**src/rtl/key_conditioner.sv**
```systemverilog
// Per-channel button conditioner: two-flop synchroniser, stable-count debounce,
// press/release pulses, long-press level and optional auto-repeat pulses.
module key_conditioner #(
  parameter int unsigned     N             = 5,
  parameter int unsigned     DB_CYCLES     = 16,
  parameter int unsigned     HOLD_CYCLES   = 500,
  parameter int unsigned     REPEAT_CYCLES = 100,
  parameter logic [N-1:0]    REPEAT_EN     = '0,
  parameter int unsigned     CNT_W         = 16
) (
  input  logic         clk,
  input  logic         rst_n,
  input  logic [N-1:0] btn_in_i,
  output logic [N-1:0] level_o,
  output logic [N-1:0] press_o,
  output logic [N-1:0] release_o,
  output logic [N-1:0] long_press_o,
  output logic [N-1:0] repeat_pulse_o,
  output logic         any_press_o
);

  typedef enum logic [1:0] {IDLE, HELD, LONG} state_e;

  localparam logic [CNT_W-1:0] DB_MAX   = CNT_W'(DB_CYCLES - 1);
  localparam logic [CNT_W-1:0] HOLD_MAX = CNT_W'(HOLD_CYCLES - 1);
  localparam logic [CNT_W-1:0] REP_MAX  = CNT_W'(REPEAT_CYCLES - 1);

  logic [N-1:0]     s1_q, s2_q;
  logic [N-1:0]     level_q, level_d;
  logic [N-1:0]     press_q, press_d;
  logic [N-1:0]     release_q, release_d;
  logic [N-1:0]     long_q, long_d;
  logic [N-1:0]     rep_pulse_q, rep_pulse_d;
  logic             any_q;
  logic [N-1:0]     rise, fall;
  state_e           st_q   [N];
  state_e           st_d   [N];
  logic [CNT_W-1:0] db_q   [N];
  logic [CNT_W-1:0] db_d   [N];
  logic [CNT_W-1:0] hold_q [N];
  logic [CNT_W-1:0] hold_d [N];
  logic [CNT_W-1:0] rep_q  [N];
  logic [CNT_W-1:0] rep_d  [N];

  always_comb begin
    level_d     = level_q;
    press_d     = '0;
    release_d   = '0;
    long_d      = long_q;
    rep_pulse_d = '0;
    rise        = '0;
    fall        = '0;
    for (int unsigned i = 0; i < N; i++) begin
      st_d[i]   = st_q[i];
      db_d[i]   = db_q[i];
      hold_d[i] = hold_q[i];
      rep_d[i]  = rep_q[i];

      if (s2_q[i] != level_q[i]) begin
        if (db_q[i] == DB_MAX) begin
          level_d[i] = ~level_q[i];
          db_d[i]    = '0;
          rise[i]    = ~level_q[i];
          fall[i]    = level_q[i];
        end else begin
          db_d[i] = db_q[i] + 1'b1;
        end
      end else begin
        db_d[i] = '0;
      end
      press_d[i]   = rise[i];
      release_d[i] = fall[i];

      case (st_q[i])
        IDLE: begin
          if (rise[i]) begin
            st_d[i]   = HELD;
            hold_d[i] = '0;
          end
        end
        HELD: begin
          hold_d[i] = hold_q[i] + 1'b1;
          if (hold_q[i] == HOLD_MAX) begin
            st_d[i]        = LONG;
            long_d[i]      = 1'b1;
            rep_pulse_d[i] = REPEAT_EN[i];
            rep_d[i]       = '0;
          end
        end
        LONG: begin
          if (REPEAT_EN[i]) begin
            if (rep_q[i] == REP_MAX) begin
              rep_pulse_d[i] = 1'b1;
              rep_d[i]       = '0;
            end else begin
              rep_d[i] = rep_q[i] + 1'b1;
            end
          end
        end
        default: st_d[i] = IDLE;
      endcase

      // Release overrides whatever the hold/repeat logic decided this edge.
      if (fall[i]) begin
        st_d[i]        = IDLE;
        long_d[i]      = 1'b0;
        hold_d[i]      = '0;
        rep_d[i]       = '0;
        rep_pulse_d[i] = 1'b0;
      end
    end
  end

  always_ff @(posedge clk or negedge rst_n) begin
    if (!rst_n) begin
      s1_q        <= '0;
      s2_q        <= '0;
      level_q     <= '0;
      press_q     <= '0;
      release_q   <= '0;
      long_q      <= '0;
      rep_pulse_q <= '0;
      any_q       <= 1'b0;
      for (int unsigned i = 0; i < N; i++) begin
        st_q[i]   <= IDLE;
        db_q[i]   <= '0;
        hold_q[i] <= '0;
        rep_q[i]  <= '0;
      end
    end else begin
      s1_q        <= btn_in_i;
      s2_q        <= s1_q;
      level_q     <= level_d;
      press_q     <= press_d;
      release_q   <= release_d;
      long_q      <= long_d;
      rep_pulse_q <= rep_pulse_d;
      any_q       <= |press_d;
      for (int unsigned i = 0; i < N; i++) begin
        st_q[i]   <= st_d[i];
        db_q[i]   <= db_d[i];
        hold_q[i] <= hold_d[i];
        rep_q[i]  <= rep_d[i];
      end
    end
  end

  assign level_o        = level_q;
  assign press_o        = press_q;
  assign release_o      = release_q;
  assign long_press_o   = long_q;
  assign repeat_pulse_o = rep_pulse_q;
  assign any_press_o    = any_q;

endmodule
```
**config.mk**
```make
export PLATFORM = sky130hd
export DESIGN_NAME = key_conditioner
export DESIGN_NICKNAME = d
export VERILOG_FILES = /design/src/rtl/key_conditioner.sv
export SDC_FILE = /design/constraint.sdc
export NUM_CORES = 1
export LEC_CHECK = 0
export ABC_AREA = 1
export BUFFER_PORTS_ARGS = -buffer_cell sky130_fd_sc_hd__buf_4
export CAP_MARGIN = 20
export CORE_MARGIN = 1
export CORE_UTILIZATION = 50
export DETAILED_ROUTE_END_ITERATION = 8
export PLACE_DENSITY_LB_ADDON = 0.05
export REMOVE_ABC_BUFFERS = 1
export SYNTH_ARGS = -nofsm -noshare
export SYNTH_HDL_FRONTEND = slang
export SYNTH_SLANG_ARGS = --single-unit
```
**constraint.sdc**
```tcl
create_clock -name clk -period 2 [get_ports clk]
set_clock_uncertainty 0.1 [all_clocks]
set_input_delay 0.2 -clock clk [delete_from_list [all_inputs] [get_ports clk]]
set_output_delay 0.2 -clock clk [all_outputs]
set_load 0.005 [all_outputs]
```
==> results of run 1 <==
## layer usage
metal	part of all wire [%]	global-route usage (%)	wire, µm
met1	48	30.1	11700
met2	47	37.8	11500
met3	3.7	3.43	901
met4	2.2	5.87	541
met5	0	0	0
## timing repair
item                                   CTS  global route
resized for setup                        0             1
hold buffers                             6             0
endpoints found under the hold margin  206             0
setup endpoints to repair                0             1
## cell type report
| cell class | instances | area share (%) |
|---|---|---|
| repair buffers | 51 | 3.64 |
| clock buffers | 32 | 5.30 |
| flip-flops and latches | 201 | 39.1 |
| well taps | 280 | 2.72 |
| diodes | 1 | 0.0195 |
| inverters | 143 | 4.17 |
| multi-input cells | 1199 | 44.3 |
| clock inverters | 11 | 0.681 |
## cell usage after synthesis, drive strengths merged
library cell,number,area [µm²]
ha,10,125
o21ai,13,65.1
xnor2,9,78.8
nor3b,9,72.6
o22ai,2,12.5
o21bai,13,97.6
conb,1,3.75
dfrtp,201,5030
nand2,499,1930
clkbuf,4,15.0
clkinv,4,15.0
nor3,41,226
xor2,62,543
buf,18,134
nand3b,1,7.51
a31oi,3,18.8
or2,1,6.26
nor2,317,1230
nand3,116,658
inv,139,522
a21oi,8,40.0
and2,1,6.26
nand4,89,563
## cells by family (layout without fill, tap and decap cells)
family / Yosys count / in the layout / synth area share [%]
and+or+nand+nor: 1074 / 1074 / 41.2
DFF: 201 / 201 / 44.1
buffers and inverters: 165 / 237 / 6.02
xor gates and xnor gates: 71 / 71 / 5.46
AOI/OAI and AO/OA: 39 / 39 / 2.05
adders and majority gates: 10 / 10 / 1.10
other: 1 / 6 / 0.0329
## through the flow
stage	hold slack, ns	power, W	cell area, µm²
6_report	0.111	0.00915	12900
5_1_grt	0.161	0.00958	12900
4_1_cts	0.142	0.00929	12900
3_5_place_dp	0.0942	0.00499	12000
3_3_place_gp	0.0945	0.00498	12000
2_1_floorplan	-0.196	0.00473	11300
## power by group
group	switching, W	leakage (nW)	internal, W
logic	0.000408	2.94	0.000214
registers	0.000120	2.76	0.00418
clock network	0.00172	0.376	0.00252
total	0.00224	6.08	0.00691
## sequential cells by signal (all words and copies together) (netlist names)
register / flops
any_press_o: 1
hold_q: 80
press_o: 5
long_press_o: 5
st_q: 10
s1_q: 5
s2_q: 5
level_o: 5
db_q: 80
release_o: 5
## worst max-delay path: cells and delay by family, from the launching register on
kind	cells	cell delay [ns]
AO/OA/AOI/OAI	1	0.06
adder cells (fa/ha/maj)	1	0.22
flip-flops	1	0.43
AND/OR/NAND/NOR	5	0.84
## how the worst max path moves through the flow
stage | startpoint | endpoint | depth (start not counted)
after CTS | db_q[0]$_DFF_PN0_ | hold_q[12]$_DFFE_PN0P_ | 8
after floorplan | db_q[64]$_DFF_PN0_ | hold_q[72]$_DFFE_PN0P_ | 6
after global placement | db_q[0]$_DFF_PN0_ | hold_q[8]$_DFFE_PN0P_ | 8
final | db_q[0]$_DFF_PN0_ | db_q[10]$_DFF_PN0_ | 7
after detailed placement | db_q[0]$_DFF_PN0_ | hold_q[12]$_DFFE_PN0P_ | 8
after global routing | db_q[64]$_DFF_PN0_ | st_q[9]$_DFFE_PN0P_ | 8
==> results.md, run 1 <==
- Post-route setup slack: 0.238 ns
- Vias: 9742
- Post-route ant nets: 0
- HP Class: in2async
- Yosys cell types: 35
- WP data required: 2.31 ns
- Slowest stage delay, CP: 0.43 ns
- Multi-input logic area: 5700 µm²
- Kind of end point of the critical path: flop
- Cell Count, Final, Fillers Out: 1918
- Clk sinks: 201
- Crit Reg-Reg Startpoint: db_q[0]$_DFF_PN0_
- Setup CP Type: reg2reg
- Period utilization: 88.1%
- Mapped Area: 11400 µm²
- First-pass DRT Iterations: 5
- Vias per cell: 5.08
- Placed cell count: 1868
- Max cap viols: 0
- Num CTS Buffers: 24
- Final Hold Fails: 0
- Global-route wire length before repair: 44500 µm
- Vias in the first global route: 9668
- Nets: 1637
- TNS Setup: 0 ns
- RSZ-0062 raised after global routing: no
- Grt ovf: 0
- Peak supply drop: 497 µV
- Clk root buf: clkbuf_16
- Routed length per instance: 12.9 µm
- Final slew viol count: 0
- Syn. warnings: 0
- Reg2reg setup slack: 0.24 ns
- Pwr per Cell Area: 712 nW/µm²
- DRC: 0
- Fmax: 0.567 GHz
- Minimum clock period: 1.76 ns
- Post-Place Setup Slack: 0.169 ns
- Setup repair bufs after CTS: 0
- Initial Utilization: 51.6%
- CTS tree: done
- Rel. slew slack: 63.6%
- RD Place Congestion: 0.898
- Boundary pin count: 33
- Status: completed
- Mean post-synth cell area: 7.30 µm²
- Max Fanout on Critical Path: 8
- Layout area overhead: 12.8%
- Commonest non-fill, non-tap cell in the layout: nand2_1
- Total wire length: 24700 µm
- Crit path max-delay cell type: dfrtp_1
- Initial antenna violation count: 1
- Crit path DAT: 2.07 ns
- Crit path cell chain: ha_1 > nand3_2 > nor2_2 > nand2_1 > nand2_1 > a21oi_1 > and2_1
- H-tree levels: 1
- Fraction of final layout cells with drive strength greater than 1: 7.64%
- GRT Util Overall: 22.4%
- Commonest cells after routing, fill and taps aside: nand2_1 (487), nor2_1 (305), dfrtp_1 (201), inv_1 (139), nand3_1 (105)
- Worst path most repeated cell: nand2_1
- DIE AREA: 23400 µm²
- Clock Path Buffers: 3
- Final setup fails: 0
- FILL cells: 2064
- Cells after Synth: 1561
- CTS clk-pin slew, worst paths: 0.06 ns
- Reg2reg path depth: 7
- Critical path startpoint category: flop
- Largest net degree at the start of global routing: 65
- Die W: 153 µm
- Tightest Pin Transition: 0.546 ns
- Die height: 153 µm
- Area taken by flip-flops and latches: 5030 µm²
- FP Rows: 54
- Synth Register Bits: 201
- Post-detail-place hpwl: 17800 µm
- Register area share after synthesis: 44.1%
- Initial detailed-routing violation count: 582
- Fin util: 58.2%
- Leakage power total: 6.08 nW
- Capturing point of the worst reg2reg path: db_q[10]$_DFF_PN0_
- PortBufs: 27
- Core Area: 22100 µm²
- Clock Latency Late Sink: 0.52 ns
(Power assumes the default switching activity.)
==> inputs of run 2 (changes only) <==
Settings changed: BUFFER_PORTS_ARGS -buffer_cell sky130_fd_sc_hd__buf_4 to -buffer_cell sky130_fd_sc_hd__clkbuf_2, HOLD_SLACK_MARGIN set to 0.12.
==> results.md, run 2 (same netlist as run 1, synthesis figures left out) <==
- Status: completed
- Routed length per instance: 13.0 µm (+1.4%)
- Cell Count, Final, Fillers Out: 1921 (+0.16%)
- Crit-path leading delay family: simple AND/OR/NAND/NOR gates
- Largest net degree at the start of global routing: 65 (unchanged)
- Fmax: 0.563 GHz (-0.72%)
- Total wire length: 25000 µm (+1.6%)
- DRC: 0 (unchanged)
- Clk root buf: clkbuf_16
- Kind of end point of the critical path: flop
- Hold_ws: 0.123 ns (+0.0113 ns)
- Core Area: 22100 µm² (unchanged)
- Total power: 0.00939 W (+2.6%)
- GRT Util Overall: 22.4% (about the same)
- Initial detailed-routing violation count: 512 (-12%)
- CTS clk-pin slew, worst paths: 0.06 ns (about the same)
- Minimum clock period: 1.78 ns (+0.0128 ns)
- Initial antenna violation count: 0 (-1)
- Tightest Pin Transition: 0.523 ns (-0.0232 ns)
- Placed cell count: 1870 (+0.11%)
- Vias per cell: 5.14 (+1.2%)
- Vias: 9878 (+1.4%)
- Crit path max-delay cell type: dfrtp_1
- Top Registers: db_q (80), hold_q (80), st_q (10)
- Final slew viol count: 0 (unchanged)
- Final setup fails: 0 (unchanged)
- WP data required: 2.31 ns (about the same)
- Die W: 153 µm (unchanged)
- RSZ-0062 raised after global routing: no
- Commonest cells after routing, fill and taps aside: nand2_1 (487), nor2_1 (305), dfrtp_1 (201), inv_1 (139), nand3_1 (105)
- Multi-input logic area: 5700 µm² (unchanged)
- Boundary pin count: 33 (unchanged)
- Crit path buf inv count: 0 (unchanged)
- HP Class: in2async
- Area taken by flip-flops and latches: 5030 µm² (unchanged)
- H-tree levels: 1 (unchanged)
- Vias in the first global route: 9426 (-2.5%)
- Max cap viols: 0 (unchanged)
- Clock Latency Late Sink: 0.53 ns (about the same)
- Num CTS Buffers: 25 (+4.2%)
- Peak supply drop: 665 µV (+34%)
- Commonest non-fill, non-tap cell in the layout: nand2_1
- Max Fanout on Critical Path: 8 (unchanged)
- Slowest stage delay, CP: 0.43 ns (about the same)
- Worst path most repeated cell: nand2_1
- Setup CP Type: reg2reg
- Clk sinks: 201 (unchanged)
- Fraction of final layout cells with drive strength greater than 1: 7.92% (+0.29 points)
- Post-detail-place hpwl: 18000 µm (+1.1%)
- Nets: 1640 (+0.18%)
- FP Rows: 54 (unchanged)
- Rel. slew slack: 65.1% (+1.5 points)
- Crit path DAT: 2.09 ns (+0.02 ns)
- FILL cells: 2042 (-1.1%)
- Global-route wire length before repair: 44100 µm (-1.0%)
- PortBufs: 27 (unchanged)
- Grt ovf: 0 (unchanged)
- TNS Setup: 0 ns (unchanged)
- Clock Path Buffers: 3 (unchanged)
- Initial Utilization: 51.6% (unchanged)
- First-pass DRT Iterations: 5 (unchanged)
- Die height: 153 µm (unchanged)
- Crit path cell chain: ha_1 > nand3_2 > nor2_2 > nand2_1 > nand2_1 > a21oi_1 > and2_1
- Pwr per Cell Area: 731 nW/µm² (+2.7%)
- CTS tree: done
- Post-route ant nets: 0 (unchanged)
- RD Place Congestion: 0.897 (-0.17%)
- Number of diodes: 0 (-1)
- Critical path startpoint category: flop
- DIE AREA: 23400 µm² (unchanged)
- Leakage power total: 6.09 nW (+0.16%)
- Final Hold Fails: 0 (unchanged)
- Setup repair bufs after CTS: 0 (unchanged)
- Layout area overhead: 12.7%
- Period utilization: 88.8% (+0.64 points)
-- run 2: cell types whose count changed in the layout (fill, tap and decap cells not counted) --
cell        before  now
buf_12           5    3
buf_4           39   17
clkbuf_1         4    3
clkbuf_2         0   26
clkbuf_8         3    8
clkinv_2         7    4
clkinv_4         0    1
clkinvlp_4       3    2
diode_2          1    0
inv_6            0    1
-- run 2: what timing repair did --
action	in CTS	in global routing
gates resized for setup	0	1
endpoints found under the setup margin	0	2
hold buffers	6	0
endpoints found under the hold margin	206	0
-- run 2: power breakdown --
part           internal (W)  switching [W]  total (W)
logic              0.000209       0.000414   0.000623
clock network       0.00271        0.00176    0.00447
registers           0.00418       0.000118    0.00430
total               0.00710        0.00229    0.00939
-- run 2: worst reg2reg max path, delay by kind of cell, from the launching register on --
kind | cells | cell delay [ns]
simple gates | 5 | 0.85
flops | 1 | 0.43
fa+ha+maj | 1 | 0.22
compound gates | 1 | 0.06
-- run 2: worst paths after layout --
check                                  start                   to  slack (ns)  depth (start not counted)
setup / recovery           db_q[0]$_DFF_PN0_   db_q[10]$_DFF_PN0_        0.22                          7
hold / removal                         rst_n   db_q[49]$_DFF_PN0_        0.12                          2
setup reg to reg           db_q[0]$_DFF_PN0_   db_q[10]$_DFF_PN0_        0.22                          7
hold reg to reg            s1_q[3]$_DFF_PN0_    s2_q[3]$_DFF_PN0_        0.25                          0
max in group asynchronous              rst_n  st_q[6]$_DFFE_PN0P_        1.01                          3
min in group clk                 btn_in_i[0]    s1_q[0]$_DFF_PN0_        0.22                          2
-- run 2: layout make-up --
type	count	share of cell area, %
clock buffers	36	5.82
clock inverters	9	0.643
inverters	143	4.18
multi-input cells	1199	44.4
flip-flops and latches	201	39.2
well taps	280	2.73
repair buffers	53	3.06
-- run 2: metrics by stage --
| stage | util, % | cell area [µm²] | setup slack, ns |
|---|---|---|---|
| 6_report | 58.1 | 12800 | 0.225 |
| 5_1_grt | 58.1 | 12800 | 0.0699 |
| 4_1_cts | 58.1 | 12800 | 0.154 |
| 3_3_place_gp | 54.1 | 11900 | 0.233 |
| 2_1_floorplan | - | 11300 | 0.338 |
| 3_5_place_dp | 54.1 | 11900 | 0.159 |
-- run 2: per-layer routing --
| metal | global-route usage (%) | wire length [µm] | up-vias | part of all wire (%) |
|---|---|---|---|---|
| met5 | 0 | 0 | - | 0 |
| met4 | 6.59 | 607 | 0 | 2.4 |
| met3 | 2.81 | 832 | 39 | 3.3 |
| met2 | 37.4 | 11600 | 188 | 46 |
| met1 | 30.5 | 12000 | 4539 | 48 |
| li1 | - | - | 5112 | - |
==> inputs of run 3 (changes only) <==
Settings changed: CELL_PAD_IN_SITES_DETAIL_PLACEMENT set to 0, CELL_PAD_IN_SITES_GLOBAL_PLACEMENT set to 2, CORE_UTILIZATION 50 to 37.
==> results.md, run 3 (same netlist as run 1, synthesis figures left out) <==
- Status: completed
- Vias: 9831 (-0.48%)
- Global routing's busiest layer: met2
- Fmax: 0.558 GHz (-0.99%)
- Met1 GRT Util: 27.1% (-3.4 points)
- Minimum clock period: 1.79 ns (+0.0177 ns)
- Vias in the first global route: 9633 (+2.2%)
- Layout area overhead: 14.8%
- Post-route ant nets: 0 (unchanged)
- FP Rows: 63 (+17%)
- Number of diodes: 0 (unchanged)
- Period utilization: 89.6% (+0.89 points)
- RD Place Congestion: 0.830 (-7.4%)
- Post-detail-place hpwl: 20500 µm (+14%)
- Rel. slew slack: 66.9% (+1.8 points)
- Met2 Track Usage GR: 30.6% (-6.9 points)
- Commonest non-fill, non-tap cell in the layout: nand2_1
- Post-Place Setup Slack: 0.189 ns (+0.0299 ns)
- Crit path cell chain: ha_1 > nand3_2 > nor2_2 > nand3_2 > nand2_2 > nand2_2 > nand2_1 > nand2_1
- CTS clk-pin slew, worst paths: 0.06 ns (about the same)
- Num CTS Buffers: 25 (unchanged)
- Largest net degree at the start of global routing: 45 (-31%)
- Pwr per Cell Area: 725 nW/µm² (-0.88%)
- Slowest stage delay, CP: 0.38 ns (-0.05 ns)
- Clock Path Buffers: 3 (unchanged)
- Leakage power total: 6.16 nW (+1.2%)
- Clk root buf: clkbuf_16
- Die height: 178 µm (+16%)
- Crit path max-delay cell type: dfrtp_1
- Pint: 0.00714 W (+0.53%)
- DRC: 0 (unchanged)
- Peak supply drop: 725 µV (+9.1%)
- Top Registers: db_q (80), hold_q (80), st_q (10)
- Placed cell count: 1993 (+6.6%)
- Post-route setup slack: 0.207 ns (-0.0177 ns)
- Commonest cells after routing, fill and taps aside: nand2_1 (487), nor2_1 (305), dfrtp_1 (201), inv_1 (139), nand3_1 (105)
- Sw power: 0.00234 W (+2.3%)
- Initial Utilization: 38.1% (-14 points)
- Core Area: 30000 µm² (+36%)
- Critical path startpoint category: flop
- First-pass DRT Iterations: 5 (unchanged)
- Initial detailed-routing violation count: 530 (+3.5%)
- Sw Ratio: 24.7% (+0.33 points)
- Max Fanout on Critical Path: 16 (+8)
- Setup CP Type: reg2reg
- Vias per cell: 4.80 (-6.6%)
- RSZ-0062 raised after global routing: no
- Final Hold Fails: 0 (unchanged)
- Clock power frac: 47.8% (+0.2 points)
- Crit path DAT: 2.11 ns (+0.02 ns)
- WP data required: 2.32 ns (about the same)
- Met3 Usage GRT: 2.29% (-0.51 points)
- Clk sinks: 201 (unchanged)
- Fraction of final layout cells with drive strength greater than 1: 8.45% (+0.53 points)
- Tightest Pin Transition: 0.492 ns (-0.0306 ns)
- Boundary pin count: 33 (unchanged)
- CTS tree: done
- Total wire length: 28700 µm (+15%)
- Crit path buf inv count: 0 (unchanged)
- Logic gate share of total power: 6.8% (+0.2 points)
- Final slew viol count: 0 (unchanged)
- Routed length per instance: 14.0 µm (+7.7%)
- Grt ovf: 0 (unchanged)
- PortBufs: 27 (unchanged)
- Crit-path leading delay family: simple AND/OR/NAND/NOR gates
- HP Class: in2async
- Max cap viols: 0 (unchanged)
- Initial antenna violation count: 0 (unchanged)
- Cell Count, Final, Fillers Out: 2046 (+6.5%)
- H-tree levels: 1 (unchanged)
- Die W: 178 µm (+16%)
- DIE AREA: 31500 µm² (+35%)
- Nets: 1654 (+0.85%)
- Flop pwr share: 45.3% (-0.4 points)
- Clock Latency Late Sink: 0.53 ns (about the same)
- GRT Util Overall: 19.0% (-3.4 points)
- TNS Setup: 0 ns (unchanged)
- Final setup fails: 0 (unchanged)
- Global-route wire length before repair: 48700 µm (+10%)
- Kind of end point of the critical path: flop
==> run 3: cell count changes in the layout (fill, tap and decap cells not counted), sizes merged <==
cell | previous run | this run
buf | 21 | 35
clkinvlp | 2 | 0
bufinv | 1 | 2
clkbuf | 62 | 64
==> run 3: path summary, 6_finish.rpt <==
check | cells past startpoint | end | slack, ns | from
setup / recovery | 8 | hold_q[7]$_DFFE_PN0P_ | 0.21 | db_q[1]$_DFF_PN0_
max in group asynchronous | 4 | hold_q[52]$_DFFE_PN0P_ | 1.21 | rst_n
setup reg to reg | 8 | hold_q[7]$_DFFE_PN0P_ | 0.21 | db_q[1]$_DFF_PN0_
min in group clk | 2 | s1_q[0]$_DFF_PN0_ | 0.21 | btn_in_i[0]
hold reg to reg | 0 | s2_q[0]$_DFF_PN0_ | 0.25 | s1_q[0]$_DFF_PN0_
hold / removal | 3 | db_q[53]$_DFF_PN0_ | 0.20 | rst_n
==> run 3: area by class of cell <==
cell class / instances / area (µm²)
Timing Repair Buffer: 67 / 510
Clock inverter: 8 / 93.8
Fill cell: 3135 / 16900
Inverter: 143 / 537
Sequential cell: 201 / 5030
Clock buffer: 38 / 724
Multi-Input combinational cell: 1199 / 5700
Tap cell: 390 / 488
==> run 3: repair_timing <==
action / 4_1_cts / 5_1_grt
setup buffers: 0 / 0
hold buffers: 7 / 0
resized for setup: 0 / 0
endpoints found under the hold margin: 206 / 0
==> run 3: power groups by stage <==
stage	Combinational [W]	Clock, W	Sequential, W
finish	0.000647	0.00454	0.00430
floorplan	0.000398	0	0.00434
global placement	0.000640	0	0.00437
CTS	0.000668	0.00470	0.00430
detailed placement	0.000650	0	0.00437
global route	0.000754	0.00484	0.00432
==> run 3: layer usage <==
metal	part of all wire, %	vias up
met5	0	-
met4	1.9	0
met3	2.6	32
met2	45	111
met1	51	4560
li1	-	5128
==> run 3: metrics by stage <==
step                instance area (µm²)  hold WS, ns  total power (W)  util [%]
floorplan                         11300       -0.196          0.00473         -
global placement                  12200       0.0192          0.00501      40.7
detailed placement                12200       0.0234          0.00502      40.7
CTS                               13100        0.173          0.00967      43.7
global route                      13100        0.197          0.00991      43.7
finish                            13100        0.201          0.00948      43.7
==> run 3: worst min-delay path: stages <==
cell and delay [ns]:
dlygate4sd3_1 0.56, buf_8 0.18, buf_12 0.24
